--- src/rtl/bce_pkg.sv ---
// Shared definitions for the branch condition evaluator: operand width and
// the branch-function code enumeration.
package bce_pkg;

  localparam int BCE_W = 32;

  typedef enum logic [3:0] {
    BF_LTZ    = 4'd0,
    BF_GEZ    = 4'd1,
    BF_EQ     = 4'd2,
    BF_NE     = 4'd3,
    BF_LEZ    = 4'd4,
    BF_GTZ    = 4'd5,
    BF_LT     = 4'd6,
    BF_GE     = 4'd7,
    BF_LTU    = 4'd8,
    BF_GEU    = 4'd9,
    BF_ALWAYS = 4'd10
  } bf_e;

endpackage

--- src/rtl/bce_compare.sv ---
// Combinational branch condition: the primitive compare results are formed
// once and then selected by the branch-function code.
module bce_compare
  import bce_pkg::*;
#(
  parameter int W = BCE_W
) (
  input  logic [W-1:0] a,
  input  logic [W-1:0] b,
  input  logic [3:0]   bf,
  output logic         cond,
  output logic         illegal
);

  logic signed [W-1:0] a_s;
  logic signed [W-1:0] b_s;
  logic                eq;
  logic                a_neg;
  logic                a_zero;
  logic                lt_s;
  logic                lt_u;

  assign a_s    = a;
  assign b_s    = b;
  assign eq     = (a == b);
  assign a_neg  = a[W-1];
  assign a_zero = (a == '0);
  // Native signed/unsigned relational compares are exact over the full range.
  assign lt_s   = (a_s < b_s);
  assign lt_u   = (a < b);

  always_comb begin
    cond    = 1'b0;
    illegal = 1'b0;
    case (bf_e'(bf))
      BF_LTZ:    cond = a_neg;
      BF_GEZ:    cond = ~a_neg;
      BF_EQ:     cond = eq;
      BF_NE:     cond = ~eq;
      BF_LEZ:    cond = a_neg | a_zero;
      BF_GTZ:    cond = ~a_neg & ~a_zero;
      BF_LT:     cond = lt_s;
      BF_GE:     cond = ~lt_s;
      BF_LTU:    cond = lt_u;
      BF_GEU:    cond = ~lt_u;
      BF_ALWAYS: cond = 1'b1;
      default:   illegal = 1'b1;
    endcase
  end

endmodule

--- src/rtl/branch_cond_eval.sv ---
// Branch condition evaluator: combinational compare followed by a single
// output register stage; results appear one cycle after a valid request.
module branch_cond_eval
  import bce_pkg::*;
#(
  parameter int W = BCE_W
) (
  input  logic         clk,
  input  logic         rst_n,
  input  logic         in_valid,
  input  logic [W-1:0] a,
  input  logic [W-1:0] b,
  input  logic [3:0]   bf,
  output logic         bcres,
  output logic         out_valid,
  output logic         bf_illegal
);

  logic cond_p0;
  logic illegal_p0;
  logic bcres_p1;
  logic illegal_p1;
  logic vld_p1;

  bce_compare #(.W(W)) u_compare (
    .a       (a),
    .b       (b),
    .bf      (bf),
    .cond    (cond_p0),
    .illegal (illegal_p0)
  );

  // p0 -> p1: result and flag only update on a captured request
  always_ff @(posedge clk or negedge rst_n) begin
    if (!rst_n) begin
      vld_p1     <= 1'b0;
      bcres_p1   <= 1'b0;
      illegal_p1 <= 1'b0;
    end else begin
      vld_p1 <= in_valid;
      if (in_valid) begin
        bcres_p1   <= cond_p0;
        illegal_p1 <= illegal_p0;
      end
    end
  end

  assign bcres      = bcres_p1;
  assign out_valid  = vld_p1;
  assign bf_illegal = illegal_p1;

endmodule

--- config.mk ---
export PLATFORM = sky130hd
export DESIGN_NAME = branch_cond_eval
export DESIGN_NICKNAME = d
export VERILOG_FILES = /design/src/rtl/bce_pkg.sv /design/src/rtl/bce_compare.sv /design/src/rtl/branch_cond_eval.sv
export SDC_FILE = /design/constraint.sdc
export NUM_CORES = 1
export LEC_CHECK = 0
export ABC_AREA = 1
export CORE_ASPECT_RATIO = 1.4
export CORE_MARGIN = 8
export CORE_UTILIZATION = 40
export DETAILED_ROUTE_END_ITERATION = 16
export DONT_BUFFER_PORTS = 1
export MAX_ROUTING_LAYER = met4
export PLACE_DENSITY = 0.6
export SYNTH_ARGS = -nofsm -noshare
export SYNTH_HDL_FRONTEND = slang
export SYNTH_HIERARCHICAL = 1
export SYNTH_SLANG_ARGS = --single-unit
--- constraint.sdc ---
create_clock -name clk -period 0.8 [get_ports clk]
set_input_delay 0.12 -clock clk [delete_from_list [all_inputs] [get_ports clk]]
set_output_delay 0.12 -clock clk [all_outputs]
set_load 0.01 [all_outputs]
==> metrics.txt <==
status finished with violations; failing checks setup timing; drt wl/cell 12.7 um; routability cong. 0.869; CP required 0.95 ns; DRT iter0 DRCs 62; final wirelength about 3600 um; Worst EP arrival 1.46 ns; final instance area 1970 um2; crit-path cells inv_8 -> ha_4 -> nand2_4 -> nor2_4 -> nand3_2 -> nor2_2 -> nand2_1 -> buf_4 -> nand3_1 -> nand3_1 -> nand2_1 -> nor2_1 -> nand2_1 -> inv_1 -> nand2_1 -> nand2_1 -> nand2_1; clk sinks 3; Synth cell types 14; fmax 764 MHz; total CTS buffers 3; FP Rows 24; fin crit share 164%; cell count after synthesis 236; global-route wire length before repair 6110 um; die area 5360 um2; clk_lat worst skew 0.21 ns; Hold/Removal Path Class in2reg; crit-path max FO 2; Post-Syn Area 1300 um2; Peak VDD IR approximately 0.7 mV; clock period minus worst slack 1.31 ns; initial antenna violation count 0; vias per cell 4.91; warning count from the yosys run 6; Yosys reg bits 3; fin. max-slew vios 0; Lkg Pwr 0.894 nW; endpoints failing setup 1; R2R Setup Slk 0.15 ns; kind of critical path in2reg; Critical Path Start Type primary input; post-DP HPWL 3310 um; PortBufs 0; cell repeated most along the worst path nand2_1; share of cells above drive strength 1 39.3%; Routed Antenna Nets 0; vias in the first global route ~1,500; Core Util, Final a little over three fifths; Post-Synthesis Mean Instance Area between 5 and 6 um2; global route overflow 0; total track usage 13.9%; largest net degree at the start of global routing 6; critical path's largest stage delay between 0.2 and 0.3 ns; Die W 64.2 um; clk_skew 0 ns; diode count 0; PwrDens 744 nW/um2; cells on worst reg2reg path 2; nets 351; Core Area roughly 3100 um2; Setup crit end kind flip-flop; Via Count 1,405; Slowest-stage cell, CP ha_4; clk root buf clkbuf_8; CP Launch Point b[25]; filler cell count 286; Max Buffers Root-to-Sink 2; R2R Path End bcres; Slew HR 89.6%; H-Tree Level Count 1; Seq/Total Area, Yosys approximately 5.8%; CTS tree yes; CTS clk-pin slew, worst paths 0.03 ns; Initial Util 41.7%; Worst-Margin Slew 0.154 ns; Setup WS post-layout -0.509 ns; Final Hold Fails 0; MaxCap Viol Count 0; Pre-antenna DRT Iters 4; crit path capture bcres; Syn Nets 339; Layout area overhead 51.1%; reg2reg start bcres; unrepaired setup endpoints after global routing yes; num ports 74; Post-DP Area 1830 um2; drt drc 0; Die H 83.5 um
worst max-delay path, delay by kind of cell:
family	cells	cell delay, ns
adder cells (fa/ha/maj)	1	0.26
AND/OR/NAND/NOR	13	0.88
buffers and inverters	3	0.17
timing repair:
item,CTS,global route
hold endpoints to repair,4,0
endpoints found under the setup margin,1,1
setup buffers,1,2
hold buffers,2,0
pin swaps,25,16
resized for setup,11,5
sequential cells by signal, indices dropped and copies added, names as in the netlist:
register / cells
bcres: 1
bf_illegal: 1
out_valid: 1
worst min path at each step:
| stage | slack, ns | end | startpoint | cells past startpoint |
|---|---|---|---|---|
| global placement | -0.18 | bcres | rst_n | 0 |
| floorplan | -0.18 | bcres | rst_n | 0 |
| CTS | 0.01 | bcres | in_valid | 2 |
| detailed placement | -0.18 | bf_illegal | rst_n | 0 |
| finish | 0.02 | bcres | in_valid | 2 |
| global route | 0.02 | bcres | in_valid | 2 |
logic make-up after synthesis:
kind of cell | after synthesis | synth area share (%)
and+or+nand+nor | 131 | 41.1
AOI/OAI and AO/OA | 19 | 7.68
DFF | 3 | 5.76
adders and majority gates | 32 | 30.7
buffers and inverters | 51 | 14.7
power breakdown:
part / internal [mW] / switching, mW / total (mW)
Clock: 0.341 / 0.108 / 0.449
Combinational: 0.418 / 0.412 / 0.831
Sequential: 0.167 / 0.0168 / 0.184
cells in the final DEF, fill, tap and decap left out:
| master | instances |
|---|---|
| nand2_4 | 4 |
| clkbuf_8 | 3 |
| buf_4 | 5 |
| inv_8 | 2 |
| ha_4 | 28 |
| nor2_4 | 4 |
| inv_2 | 12 |
| nand2_2 | 12 |
| clkbuf_1 | 1 |
| nor3_1 | 1 |
| nand3_1 | 10 |
| dfrtp_1 | 3 |
| nor2_1 | 37 |
| inv_1 | 22 |
| inv_12 | 1 |
| nor2_2 | 7 |
| a21o_1 | 2 |
| dlygate4sd3_1 | 2 |
| o21ai_1 | 1 |
| nand2_1 | 54 |
| ha_1 | 4 |
| a21oi_2 | 3 |
| inv_4 | 14 |
| o21ai_0 | 2 |
| a21oi_1 | 11 |
| nand3_2 | 2 |
cells in the mapped netlist (all sizes together):
cell type / instances / share of area, %
nand3: 12 / 5.0
a21oi: 14 / 5.4
nor3: 1 / 0.38
ha: 32 / 31
dfrtp: 3 / 5.8
a21o: 2 / 1.2
inv: 51 / 15
nor2: 48 / 15
o21ai: 3 / 1.2
nand2: 70 / 21
metrics by stage:
stage	cells	power, mW	TNS (ns)	setup slack, ns	hold slack (ns)
final	286	1.46	-0.509	-0.509	0.0173
after detailed placement	277	0.963	-0.776	-0.776	-0.175
after global placement	277	0.925	-0.767	-0.767	-0.176
after CTS	284	1.46	-0.488	-0.488	0.0134
after floorplan	236	0.834	-0.581	-0.581	-0.176
after global routing	286	1.62	-0.665	-0.665	0.0162
final cells by class:
cell class / count / area [um2] / share of cell area, %
inverters: 51 / 254 / 12.9
well taps: 39 / 48.8 / 2.48
flip-flops and latches: 3 / 75.1 / 3.81
repair buffers: 7 / 57.6 / 2.92
multi-input cells: 182 / 1490 / 75.6
clock buffers: 4 / 45.0 / 2.29
per-layer routing:
metal  track usage (%)  vias up  part of all wire, %
met2              26.9       48                   58
met1              12.2      611                   32
met4              4.18        0                    0
li1                  -      746                    -
met5                 -        -                    0
met3              4.44        0                   11
No activity file was read; power rests on OpenSTA's default activity.
